==> src/rtl/line_buf_arbiter.sv <==
// Ping-pong sequencer for the 512x8 camera line-buffer EBR: pixels fill one 256-byte half
// while the readout side drains the other. Single pclk domain.
module line_buf_arbiter #(
    parameter int unsigned ADDR_W     = 9,
    parameter int unsigned DATA_W     = 8,
    parameter int unsigned HALF_DEPTH = 256
) (
    input  logic              pclk,
    input  logic              rstn,
    input  logic              pix_valid,
    input  logic [DATA_W-1:0] pix_data,
    input  logic              hblank,
    input  logic              vblank,
    input  logic              rd_req,
    output logic              rd_valid,
    output logic [DATA_W-1:0] rd_data,
    output logic              line_ready,
    output logic [ADDR_W-1:0] line_len,
    output logic              overflow,
    output logic [ADDR_W-1:0] ebr_waddr,
    output logic [DATA_W-1:0] ebr_wdata,
    output logic              ebr_we,
    output logic [ADDR_W-1:0] ebr_raddr,
    output logic              ebr_re,
    input  logic [DATA_W-1:0] ebr_rdata
);

    localparam logic [ADDR_W-1:0] FullCnt = ADDR_W'(HALF_DEPTH);

    typedef enum logic {StWrite, StStall} wrState_e;

    wrState_e          wrState;
    logic              wrHalf;
    logic              rdHalf;
    logic [1:0]        halfFull;
    logic [ADDR_W-1:0] halfLen [2];
    logic [ADDR_W-1:0] wrCnt;
    logic [ADDR_W-1:0] rdCnt;

    logic              pixAccept;
    logic [ADDR_W-1:0] lineCnt;
    logic              commit;
    logic              rdFire;
    logic [ADDR_W-1:0] rdNext;
    logic              rdRelease;

    always_comb begin
        pixAccept = (wrState == StWrite) && !vblank && pix_valid && (wrCnt != FullCnt);
        // A pixel arriving with hblank belongs to the line being closed.
        lineCnt   = wrCnt + ADDR_W'(pixAccept);
        commit    = (wrState == StWrite) && !vblank && hblank && (lineCnt != '0);
        rdFire    = rd_req && line_ready;
        rdNext    = rdCnt + ADDR_W'(1);
        rdRelease = rdFire && (rdNext == halfLen[rdHalf]);
    end

    assign line_ready = halfFull[rdHalf];
    assign line_len   = line_ready ? halfLen[rdHalf] : '0;
    assign rd_data    = rd_valid ? ebr_rdata : '0;

    // Write FSM with registered EBR write port and sticky overflow.
    always_ff @(posedge pclk or negedge rstn) begin
        if (!rstn) begin
            wrState   <= StWrite;
            wrHalf    <= 1'b0;
            wrCnt     <= '0;
            ebr_we    <= 1'b0;
            ebr_waddr <= '0;
            ebr_wdata <= '0;
            overflow  <= 1'b0;
        end else begin
            ebr_we <= pixAccept;
            if (pixAccept) begin
                ebr_waddr <= {wrHalf, wrCnt[ADDR_W-2:0]};
                ebr_wdata <= pix_data;
            end
            if (vblank) begin
                wrCnt    <= '0;
                overflow <= 1'b0;
                wrState  <= halfFull[wrHalf] ? StStall : StWrite;
            end else begin
                case (wrState)
                    StWrite: begin
                        if (pix_valid && !pixAccept) overflow <= 1'b1;
                        if (commit) begin
                            wrCnt  <= '0;
                            wrHalf <= ~wrHalf;
                            if (halfFull[~wrHalf]) wrState <= StStall;
                        end else begin
                            wrCnt <= lineCnt;
                        end
                    end
                    StStall: begin
                        if (pix_valid) overflow <= 1'b1;
                        if (hblank && !halfFull[wrHalf]) wrState <= StWrite;
                    end
                    default: wrState <= StWrite;
                endcase
            end
        end
    end

    // Read side: request -> EBR enable next cycle -> data the cycle after.
    always_ff @(posedge pclk or negedge rstn) begin
        if (!rstn) begin
            rdHalf    <= 1'b0;
            rdCnt     <= '0;
            ebr_re    <= 1'b0;
            ebr_raddr <= '0;
            rd_valid  <= 1'b0;
        end else begin
            ebr_re   <= rdFire;
            rd_valid <= ebr_re;
            if (rdFire) begin
                ebr_raddr <= {rdHalf, rdCnt[ADDR_W-2:0]};
                if (rdRelease) begin
                    rdCnt  <= '0;
                    rdHalf <= ~rdHalf;
                end else begin
                    rdCnt <= rdNext;
                end
            end
        end
    end

    // Commit and release always target different halves, so both may apply in one cycle.
    always_ff @(posedge pclk or negedge rstn) begin
        if (!rstn) begin
            halfFull   <= 2'b00;
            halfLen[0] <= '0;
            halfLen[1] <= '0;
        end else begin
            if (rdRelease) halfFull[rdHalf] <= 1'b0;
            if (commit) begin
                halfFull[wrHalf] <= 1'b1;
                halfLen[wrHalf]  <= lineCnt;
            end
        end
    end

endmodule

==> config.mk <==
export PLATFORM = sky130hd
export DESIGN_NAME = line_buf_arbiter
export DESIGN_NICKNAME = d
export VERILOG_FILES = /design/src/rtl/line_buf_arbiter.sv
export SDC_FILE = /design/constraint.sdc
export NUM_CORES = 1
export LEC_CHECK = 0
export ABC_AREA = 1
export ABC_CLOCK_PERIOD_IN_PS = 6700
export CAP_MARGIN = 30
export CORE_MARGIN = 2
export CORE_UTILIZATION = 45
export CTS_CLUSTER_DIAMETER = 40
export CTS_CLUSTER_SIZE = 10
export DETAILED_ROUTE_END_ITERATION = 8
export PLACE_DENSITY_LB_ADDON = 0.1
export SYNTH_ARGS = -nofsm -noshare
export SYNTH_HDL_FRONTEND = slang
export SYNTH_SLANG_ARGS = --single-unit
==> constraint.sdc <==
create_clock -name pclk -period 6.7 [get_ports pclk]
set_input_delay 1.34 -clock pclk [delete_from_list [all_inputs] [get_ports pclk]]
set_output_delay 1.34 -clock pclk [all_outputs]
set_load 0.03 [all_outputs]
; Word-level counts from Yosys, hierarchy flattened
; Cells that the tools add are included.
[word_totals]
ff_bits = 71
inputBits = 22
out_inout_bits = 48
wordCells = 92
[op_classes]
add_sub_neg = 2
order_cmp = 8
n_eq_ne = 5
n_mux = 34
bitwise = 9
reduce_logical = 19
[op_table]
columns = cell, count
row1 = $mux 9, 9
row2 = $bwmux 18, 1
row3 = $mux 1, 16
row4 = $logic_and 1x1->1, 12
row5 = $add 9x1->9, 1
row6 = $add 9x1->9 const B, 1
row7 = $demux 9 s1, 1
row8 = $eq 9x9->1, 1
row9 = $ne 9x9->1 const B, 1
row10 = $reduce_bool 9->1, 1
row11 = $mux 8, 1
row12 = $lt 1x2->1 const B, 3
row13 = $ge 2x2->1 const B, 2
row14 = $mux 2, 2
row15 = $not 1->1, 4
row16 = $not 1->2, 2
row17 = $pmux 1 s2, 2
row18 = $reduce_and 2->1, 2
row19 = $logic_not 1->1, 3
row20 = $ne 3x2->1 const B, 1
row21 = $ne 3x3->1 const B, 1
row22 = $reduce_and 3->1, 1
row23 = $and 2x2->2, 1
row24 = $demux 1 s1, 2
row25 = other kinds (5), 6

; Depth between registers and ports, before layout
; Gate-level depths: netlist (run 1).
[logic_depth]
depth_word = 10
mapped_depth = 17
mapped_depth_nobuf = 16

; Least setup slack after synthesis (run 1)
; OpenSTA, ideal clock, no wires.
[synth_timing]
path_kind = input to register
startpoint = input vblank
endpoint = register halfLen[4] (netlist name)
setup_time_ns = 0.128
arrival_time_ns = 3.440
required_ns = 6.572
path_slack_ns = 3.132
stages = 13
n_path_buf = 1
cell_sequence = nor2_2 nand3_1 clkinv_1 ha_1 ha_1 nand3_2 xor2_1 nand3_1 nor2_1 nand3_2 nand3_4 buf_6 o21ai_2
[synth_via]
elab_chain_cells = 7
word_cells_on_any_way = 9
classes_between = add/sub: 1 / mux: 1 / reduce/logical: 7
[synth_lines]
columns = element, line_no
row1 = from (decl), 13  ; input logic vblank,
row2 = $logic_not 1->1 (*), 48  ; pixAccept = (wrState == StWrite) && !vblank && pix_valid && (wrCnt != FullCnt);
row3 = $logic_and 1x1->1 (*) (3 in series), 48
row4 = via pixAccept, 40  ; logic pixAccept;
row5 = $add 9x1->9 (*), 50  ; lineCnt = wrCnt + ADDR_W'(pixAccept);
row6 = $reduce_bool 9->1, 51  ; commit = (wrState == StWrite) && !vblank && hblank && (lineCnt != '0);
row7 = $logic_and 1x1->1, 51
row8 = "to (signal, indexed assignment)", 136  ; halfLen[wrHalf] <= lineCnt;
row9 = to (decl), 36  ; logic [ADDR_W-1:0] halfLen [2];
; The timed path passes the listed nets; every way through them passes the cells marked *.
; A chain may end at the register's enable or synchronous reset.

; Final worst setup path (run 1)
[layout_timing]
startpoint = input vblank
endpoint = register halfLen[12] (netlist name)
; The elaborated chain is that of the path after synthesis.

==> impl_results.md, run 1 <==
- Die X: about 95 microns
- Endpoints failing hold: 0
- Rows: 33
- Syn_area_per_cell: roughly 7.6 sq um
- Layout Skew: 9.63 ps
- Slew Viols, Final: 0
- RSZ-0062 raised after global routing: false
- Power per cell area: between 300 and 400 mW/mm^2
- Critical path class: in2reg
- Largest net degree at the start of global routing: 72
- Crit path max-delay family: simple AND/OR/NAND/NOR gates
- CP required: roughly 7000 ps
- Hold WC Path Type: reg2reg
- Post-synth top area share: 47.4%
- Sequential fraction of the synthesis area: approximately 47%
- DP HPWL: 6070 microns
- H-tree depth: 3
- Synth Area in Adders: approximately 1%
- Post-synthesis compound-gate area fraction: 9.68%
- Vias per inst: about 4.9
- DRT Pass-1 Iters: 4
- DRC Markers: 0
- Crit path buf inv count: 2
- FMAX: ~250 MHz
- Min Clock Period, post-route: 3980 ps
- Cts hold-fix bufs: 0
- Post-Synth XOR/XNOR Area: less than 1%
- Most used cell, CP: nand3_2
- GPL Wtd Cong: around 0.84
- Overall Global Routing Usage: around a fifth
- Antenna violations before repair: 0
- CP endpoint kind: flip-flop
- WHS: between 300 and 400 ps
- Slew @ Worst Pin: roughly 900 ps
- Core ar.: 0.00813 sq mm
- Largest family of logic cells by synthesized area: simple AND/OR/NAND/NOR gates
- CTS tree: built
- Seq cells post-synth: 71
- Synth area leaders: dfrtp_1 47%, nand2_1 17%, inv_1 6.2%
- Worst path cell trace: clkdlybuf4s50_1 -> nor2_2 -> nand3_1 -> clkinv_1 -> ha_1 -> ha_1 -> nand3_2 -> xor2_1 -> nand3_1 -> nor2_1 -> nand3_2 -> nand3_2 -> nand2_1 -> o21ai_0
- Post_cts resized: 0
- DR iter-0 viols: 119
- Slowest stage delay, CP: about 540 ps
- Static Leak: between 2 and 2.5 nW
- Final period utilization: 59.5%
- Synth area leader: dfrtp_1
- # IOs: 70
- Critical path's slowest cell: clkdlybuf4s50_1
- Post-CTS setup buffer count: 0
- Synth Area in Simple Gates: 32.1%
- Crit Path Max Fanout: 20
- Syn nets: 516
- Final setup viols: 0
- First-pass GRT wire length: roughly 14000 microns
- Initial Utilization: roughly 46%
- Buffers on Ports: slightly below 70
- Status: finished, final reports clean
- N_diodes: 0
- CTS max path bufs: 2
- Clk_lat worst skew: between 300 and 400 ps
- Yosys warns: 0
- P&R area growth vs syn: 26.1%
- Post-Syn Area: between 0.003 and 0.004 sq mm
- Clk root buf: clkbuf_8
- Setup crit start kind: primary input
- Vias in the first global route: ~3100
- Cell variety after synth: 34
- Layout cells sized above 1: between 8 and 9%
- Synthesized instance count: about 490
- Die height: between 90 and 100 microns
- Mux cell area share after synthesis: 0%
- DRT antenna net count: 0
- Max VDD drop: ~0.18 mV
- WL/cell: 12.5 microns
- Clk sink count: 71
- Setup TNS: 0 ps
- Total CTS buffers: 9
- Die area: approximately 0.0091 sq mm
- Slew headroom: between 40% and 50%
- Max Cap Viol: 0
- Clock Pin Slew Worst Setup and Hold Paths: approximately 80 ps
- CP arrival: roughly 4200 ps
- Remaining global-route overflow: 0
- Vias: ~3300
- Nets@finish: 585
- Final WL: ~8400 microns
-- layout make-up --
type	count	area, sq um
Clock buffer	10	128
Clock inverter	5	106
Tap cell	105	131
Sequential cell	71	1780
Multi-Input combinational cell	342	1640
Timing Repair Buffer	71	701
Fill cell	766	3410
Inverter	65	244
-- per-stage QoR --
stage	std cells	total power, mW	setup slack [ps]	util, %	instance area, sq um
after floorplan	491	1.06	3130	-	3750
after global placement	654	1.29	2500	55.2	4490
after detailed placement	654	1.31	2340	55.2	4490
after CTS	669	1.72	2670	58.1	4720
after global routing	669	1.83	2440	58.1	4720
final	669	1.70	2720	58.1	4720
-- layout by cell type, fill, tap and decap left out, drive strengths merged --
master | Yosys | routed
nand3b | 1 | 1
inv | 63 | 64
clkdlybuf4s50 | 0 | 68
nor3 | 4 | 4
clkbuf | 5 | 10
clkinv | 2 | 2
bufinv | 0 | 3
nand3 | 51 | 51
dfrtp | 71 | 71
nor2 | 36 | 36
o22ai | 2 | 2
o211ai | 2 | 2
nand4 | 3 | 3
a21oi | 2 | 2
nand2 | 175 | 175
or2 | 2 | 2
nor4 | 2 | 2
a2111oi | 1 | 1
ha | 3 | 3
xor2 | 4 | 4
o32ai | 1 | 1
o21bai | 2 | 2
buf | 8 | 3
o21ai | 51 | 51
clkinvlp | 0 | 1
-- final timing paths --
| path | start | slack (ps) | end | depth (start not counted) |
|---|---|---|---|---|
| max | vblank | 2720 | halfLen[12] | 14 |
| min | ebr_re | 380 | rd_valid | 0 |
| max reg2reg | wrCnt[2] | 3410 | halfLen[12] | 14 |
| min reg2reg | ebr_re | 380 | rd_valid | 0 |
| max in group asynchronous | rstn | 4910 | ebr_raddr[5] | 2 |
| min in group asynchronous | rstn | 1200 | ebr_raddr[2] | 2 |
-- synth_stat cells --
master / count
nand2_1: 170
dfrtp_1: 71
inv_1: 62
nand3_1: 46
o21ai_0: 34
nor2_1: 31
o21ai_2: 10
o21ai_1: 7
clkbuf_1: 5
nand2_2: 5
buf_6: 4
nand3_2: 4
xor2_1: 4
ha_1: 3
nor2_2: 3
a21oi_1: 2
buf_2: 2
buf_4: 2
clkinv_1: 2
nand4_1: 2
nor2_4: 2
nor3_1: 2
nor3_2: 2
nor4_1: 2
o211ai_1: 2
o21bai_1: 2
o22ai_1: 2
or2_2: 2
a2111oi_0: 1
inv_2: 1
nand3_4: 1
nand3b_1: 1
nand4_2: 1
o32ai_1: 1
-- cell families after synthesis --
group                    count (synthesis)
AO/OA/AOI/OAI                           61
XOR/XNOR                                 4
adder cells (fa/ha/maj)                  3
buffers and inverters                   78
flip-flops                              71
AND/OR/NAND/NOR                        274
-- flip-flops by register name, summed over array words and instances, names as in the netlist --
register   cells
halfLen       18
ebr_wdata      8
ebr_raddr      9
overflow       1
ebr_we         1
rd_valid       1
ebr_waddr      9
rdCnt          9
wrHalf         1
wrState        1
rdHalf         1
wrCnt          9
halfFull       2
ebr_re         1
-- per-layer routing --
layer	wire, microns	share of wire, %	global-route usage (%)
met1	3800	45	25.2
met2	4210	50	34.7
met3	243	2.9	5.45
met4	134	1.6	7.00
met5	0	0	0
-- worst register-to-register path: stages (launching register included) --
cell,delay [ps]
dfrtp_1,450
nor4_1,360
nand3_1,130
nand3_1,120
clkinv_1,280
ha_1,320
ha_1,220
nand3_2,110
xor2_1,310
nand3_1,120
nor2_1,130
nand3_2,140
nand3_2,300
nand2_1,110
o21ai_0,90
-- power by group --
part	switching [mW]	internal, mW	total, mW
Combinational	0.440	0.258	0.698
Clock	0.165	0.247	0.411
Sequential	0.0816	0.511	0.593
Total	0.686	1.02	1.70
(Power assumes the default switching activity.)
==> run 2, diff against run 1 <==
--- a/config.mk
+++ b/config.mk
@@ -6,7 +6,7 @@
 export NUM_CORES = 1
 export LEC_CHECK = 0
 export ABC_AREA = 1
-export ABC_CLOCK_PERIOD_IN_PS = 6700
+export ABC_CLOCK_PERIOD_IN_PS = 3600
 export CAP_MARGIN = 30
 export CORE_MARGIN = 2
 export CORE_UTILIZATION = 45
==> constraint.sdc (replaced) <==
create_clock -name pclk -period 3.6 [get_ports pclk]
set_input_delay 0.72 -clock pclk [delete_from_list [all_inputs] [get_ports pclk]]
set_output_delay 0.72 -clock pclk [all_outputs]
set_load 0.03 [all_outputs]
==> impl_results.md, run 2 (synthesis gave the netlist of run 1 again) <==
- Slew @ Worst Pin: 692 ps (-205 ps)
- Final period utilization: 90.2%
- Die X: 95.3 microns (unchanged)
- Top reg by flops: halfLen
- PnR worst setup slack: 351 ps (-2360 ps)
- CP endpoint kind: output pin
- Buffers on Ports: 69 (unchanged)
- DRT antenna net count: 0 (unchanged)
- CP required: 2880 ps (-4070 ps)
- Worst flop-to-flop path endpoint: halfLen[15]
- Total CTS buffers: 9 (unchanged)
- Overall Global Routing Usage: 20.6% (+0.12 points)
- Worst hold path endpoint: rd_valid
- Status: finished, final reports clean
- CTS tree: built
- FMAX: a little over 300 MHz
- Cts hold-fix bufs: 0 (unchanged)
- RSZ-0062 raised after global routing: false
- Hold WC Path Type: reg2reg
- # fillers: 762 (-0.52%)
- Worst-case reg-to-reg path depth: 14 (unchanged)
- Die area: 0.00907 sq mm (unchanged)
- DP HPWL: 6380 microns (+5.1%)
- Static Leak: 2.30 nW (+0.33%)
- Reg2reg setup slack: 720 ps (-2690 ps)
- Min Clock Period, post-route: between 3000 and 4000 ps
- First-pass GRT wire length: 14400 microns (-0.43%)
- DRT Pass-1 Iters: 4 (unchanged)
- Initial Utilization: 46.1% (unchanged)
- Critical path class: reg2out
- Leading cell type in the layout, fill and taps excluded: nand2_1
- Power per cell area: 647 mW/mm^2 (+79%)
- Slew headroom: 53.9% (+14 points)
- Placed Area: 0.00454 sq mm (+1.0%)
- Remaining global-route overflow: 0 (unchanged)
- Max reg flops: 18 (unchanged)
- Endpoints failing hold: 0 (unchanged)
- Core ar.: 0.00813 sq mm (unchanged)
- Post-CTS setup buffer count: 0 (unchanged)
- Final setup viols: 0 (unchanged)
- DR iter-0 viols: 155 (+30%)
- Clk root buf: clkbuf_8
- GPL Wtd Cong: 0.842 (+0.15%)
- Min-delay src: ebr_re
- Max VDD drop: 0.316 mV (+78%)
- Max Cap Viol: 0 (unchanged)
- Setup crit start kind: flip-flop
- Vias: 3300 (+1.5%)
- H-tree depth: 3 (unchanged)
- Layout Skew: 6.83 ps (-2.81 ps)
- Clk sink count: 71 (unchanged)
- Hold Path Depth: 0 (unchanged)
- Vias in the first global route: 3250 (+3.4%)
- # IOs: 70 (unchanged)
- Antenna violations before repair: 0 (unchanged)
- Post_cts resized: 0 (unchanged)
- Setup WS pre-CTS: 372 ps (-1970 ps)
- Largest net degree at the start of global routing: 32 (-56%)
- Setup TNS: 0 ps (unchanged)
- Nets@finish: 591 (+1.0%)
- CP arrival: 2530 ps (-1710 ps)
- Clock Pin Slew Worst Setup and Hold Paths: 70 ps (about the same)
- N_diodes: 0 (unchanged)
- Die height: 95.3 microns (unchanged)
- Worst reg2reg path startpoint: wrCnt[2]
- Vias per inst: 4.88 (+0.49%)
- Cell area after layout: 0.00473 sq mm (+0.21%)
- Pwr Total: 3.06 mW (+80%)
- Layout cells sized above 1: 9.63% (+1.1 points)
- Clk_lat worst skew: 350 ps (about the same)
- Crit Path Max Fanout: 21 (+5.0%)
- Rows: 33 (unchanged)
- WHS: 382 ps (+6.59 ps)
- Final WL: 8500 microns (+1.4%)
- Slew Viols, Final: 0 (unchanged)
- WL/cell: 12.6 microns (+0.32%)
- P&R area growth vs syn: 26.3%
- Most frequent cells in the layout: 170 x nand2_1, 71 x dfrtp_1, 68 x clkdlybuf4s50_1
- CTS max path bufs: 2 (unchanged)
- DRC Markers: 0 (unchanged)
==> run 2: changes by cell type in the layout (fill, tap and decap cells not counted) <==
cell / before / now
bufinv_16: 3 / 1
clkinvlp_4: 1 / 3
clkinv_2: 0 / 1
inv_6: 1 / 0
clkbuf_8: 9 / 10
buf_4: 2 / 8
==> run 2: worst max path at each step <==
stage	start	endpoint	slack [ps]	depth (start not counted)
global placement	vblank	halfLen[12]	500	13
CTS	rdHalf	line_len[8]	280	5
detailed placement	vblank	halfLen[15]	370	14
finish	rdHalf	line_len[8]	350	5
floorplan	vblank	halfLen[4]	650	13
global route	rdHalf	line_len[4]	130	5
==> run 2: critical path: stages (launching register included) <==
cell and delay [ps]:
dfrtp_1 740, nand2_1 140, o21ai_2 110, clkinv_1 310, nor2_1 200, clkdlybuf4s50_1 680
==> run 2: metrics by stage <==
stage / util (%) / instances
after floorplan: - / 491
final: 58.2 / 676
after detailed placement: 55.8 / 660
after CTS: 58.2 / 676
after global routing: 58.2 / 676
after global placement: 55.8 / 660
==> run 2: cell type report <==
type | instances | area, sq um | share of cell area [%]
Sequential cell | 71 | 1780 | 37.5
Multi-Input combinational cell | 342 | 1640 | 34.6
Timing Repair Buffer | 77 | 746 | 15.8
Inverter | 65 | 244 | 5.15
Clock buffer | 11 | 141 | 2.99
Tap cell | 105 | 131 | 2.77
Clock inverter | 5 | 57.6 | 1.22
==> run 2: metal layers <==
layer / track usage, % / share of wire (%) / routed length (microns)
met5: 0 / 0 / 0
met4: 9.06 / 2.1 / 182
met3: 5.53 / 3.7 / 314
met2: 35.2 / 50 / 4280
met1: 24.3 / 44 / 3720
==> run 2: report_power, final <==
group | total (mW) | internal, mW | switching (mW)
Clock | 0.638 | 0.338 | 0.301
Sequential | 1.10 | 0.952 | 0.149
Combinational | 1.32 | 0.497 | 0.827
==> run 3, diff against run 2 <==
--- a/config.mk
+++ b/config.mk
@@ -8,7 +8,6 @@
 export ABC_AREA = 1
 export ABC_CLOCK_PERIOD_IN_PS = 3600
 export CAP_MARGIN = 30
-export CORE_MARGIN = 2
 export CORE_UTILIZATION = 45
 export CTS_CLUSTER_DIAMETER = 40
 export CTS_CLUSTER_SIZE = 10
==> impl_results.md, run 3 (synthesis gave the netlist of run 1 again) <==
- Vias in the first global route: 3306 (+1.7%)
- Clock Pin Slew Worst Setup and Hold Paths: 80 ps (about the same)
- Max reg flops: 18 (unchanged)
- Power per cell area: 650 mW/mm^2 (+0.42%)
- CTS tree: built
- Vias: 3329 (+0.88%)
- RSZ-0062 raised after global routing: false
- DRC Markers: 0 (unchanged)
- Setup crit start kind: flip-flop
- Switch Pwr: 1.30 mW (+2.1%)
- Clk sink count: 71 (unchanged)
- Most frequent cells in the layout: 170 x nand2_1, 71 x dfrtp_1, 68 x clkdlybuf4s50_1
- P&R area growth vs syn: 26.2%
- Static Leak: 2.31 nW (+0.33%)
- Hold WC Path Type: in2async
- Min Clock Period, post-route: 3290 ps (+40.1 ps)
- Clk root buf: clkbuf_8
- Sequential share of power: 35.8% (about the same)
- H-tree depth: 3 (unchanged)
- Nets@finish: 591 (unchanged)
- Final WL: 8680 microns (+2.1%)
- CP arrival: 2570 ps (+40 ps)
- Post_cts resized: 0 (unchanged)
- Slowest stage delay, CP: 740 ps (about the same)
- Largest net degree at the start of global routing: 31 (-3.1%)
- DRT Pass-1 Iters: 4 (unchanged)
- Clk pwr share: 21.1% (+0.3 points)
- Internal: 1.77 mW (-0.96%)
- N_diodes: 0 (unchanged)
- Vias per inst: 4.95 (+1.3%)
- Placed Area: 0.00453 sq mm (about the same)
- Comb power frac: 43.1% (about the same)
- WL/cell: 12.9 microns (+2.6%)
- Setup WS pre-CTS: 404 ps (+31.6 ps)
- Die area: 0.00870 sq mm (-4.2%)
- DR iter-0 viols: 136 (-12%)
- Cell area after layout: 0.00473 sq mm (-0.11%)
- Post-CTS setup buffer count: 0 (unchanged)
- Overall Global Routing Usage: 22.3% (+1.7 points)
- Sw Share: 42.4% (+0.74 points)
- Remaining global-route overflow: 0 (unchanged)
- Top reg by flops: halfLen
- Core ar.: 0.00789 sq mm (-3.0%)
- Critical path class: reg2out
- Buffers on Ports: 69 (unchanged)
- Crit path max-delay family: buffers and inverters
- Max VDD drop: 0.322 mV (+2.1%)
- Crit Path Max Fanout: 21 (unchanged)
- Leading cell type in the layout, fill and taps excluded: nand2_1
- Rows: 32 (-3.0%)
- Crit path buf inv count: 2 (unchanged)
- # IOs: 70 (unchanged)
- DRT antenna net count: 0 (unchanged)
- First-pass GRT wire length: 15000 microns (+4.2%)
- Total CTS buffers: 9 (unchanged)
- GPL Wtd Cong: 0.889 (+5.5%)
- FMAX: 304 MHz (-1.2%)
- Final setup viols: 0 (unchanged)
- WHS: 337 ps (-44.7 ps)
- Critical path's slowest cell: dfrtp_1
- Die height: 93.3 microns (-2.1%)
- Layout Skew: 10.5 ps (+3.71 ps)
- Slew headroom: 58.9% (+5.0 points)
- Max Cap Viol: 0 (unchanged)
- Slew @ Worst Pin: 616 ps (-75.3 ps)
- Worst path cell trace: nand2_1 -> o21ai_2 -> clkinv_1 -> nor2_1 -> clkdlybuf4s50_1
- Reg2reg setup slack: 740 ps (+20 ps)
- Die X: 93.3 microns (-2.1%)
- Initial Utilization: 47.5% (+1.4 points)
- CP required: 2880 ps (about the same)
- PnR worst setup slack: 311 ps (-40.1 ps)
- Setup TNS: 0 ps (unchanged)
- Layout cells sized above 1: 9.81% (+0.18 points)
- Clk_lat worst skew: 360 ps (about the same)
- Status: finished, final reports clean
- Final period utilization: 91.4% (+1.1 points)
- Slew Viols, Final: 0 (unchanged)
- Antenna violations before repair: 0 (unchanged)
- DP HPWL: 6340 microns (-0.68%)
- CTS max path bufs: 2 (unchanged)
- CP endpoint kind: output pin
- Endpoints failing hold: 0 (unchanged)
- Cts hold-fix bufs: 0 (unchanged)
run 3: path summary, 6_finish.rpt:
path,endpoint,start,cells after the start
min reg2reg,rd_valid,ebr_re,0
max in group asynchronous,halfLen[3],rstn,2
max,line_len[4],rdHalf,5
min,ebr_raddr[5],rstn,1
max reg2reg,halfLen[16],wrCnt[2],14
min in group pclk,rd_valid,ebr_re,0
run 3: worst reg2reg max path, delay by kind of cell (launching register included):
| kind | cells | cell delay [ps] |
|---|---|---|
| compound gates | 1 | 80 |
| xor+xnor | 1 | 230 |
| fa+ha+maj | 2 | 430 |
| buf+inv | 1 | 90 |
| flops | 1 | 460 |
| simple gates | 9 | 1490 |
run 3: metrics by stage:
stage                     util [%]  power [mW]  instances
final                         60.0        3.07        673
after CTS                     60.0        3.11        673
after global placement        57.5        2.43        657
after floorplan                  -        1.97        491
after global routing          60.0        3.30        673
after detailed placement      57.5        2.45        657
run 3: power groups by stage:
stage | Clock [mW] | Sequential (mW) | Combinational (mW)
after global routing | 0.695 | 1.13 | 1.48
after detailed placement | 0 | 1.11 | 1.34
final | 0.648 | 1.10 | 1.33
after global placement | 0 | 1.11 | 1.32
after CTS | 0.668 | 1.10 | 1.34
after floorplan | 0 | 1.24 | 0.729
run 3: layer usage:
| metal | global-route usage, % | share of wire (%) |
|---|---|---|
| met3 | 3.74 | 4.1 |
| met5 | 0 | 0 |
| met1 | 27.7 | 45 |
| met2 | 37.4 | 48 |
| met4 | 10.9 | 2.6 |
run 3: cell type report:
class | instances | area [sq um]
multi-input combinational | 342 | 1640
clock buffer | 9 | 124
sequential | 71 | 1780
clock inverter | 7 | 73.8
tap | 102 | 128
inverter | 65 | 244
fill | 760 | 3160
timing repair buffer | 77 | 746
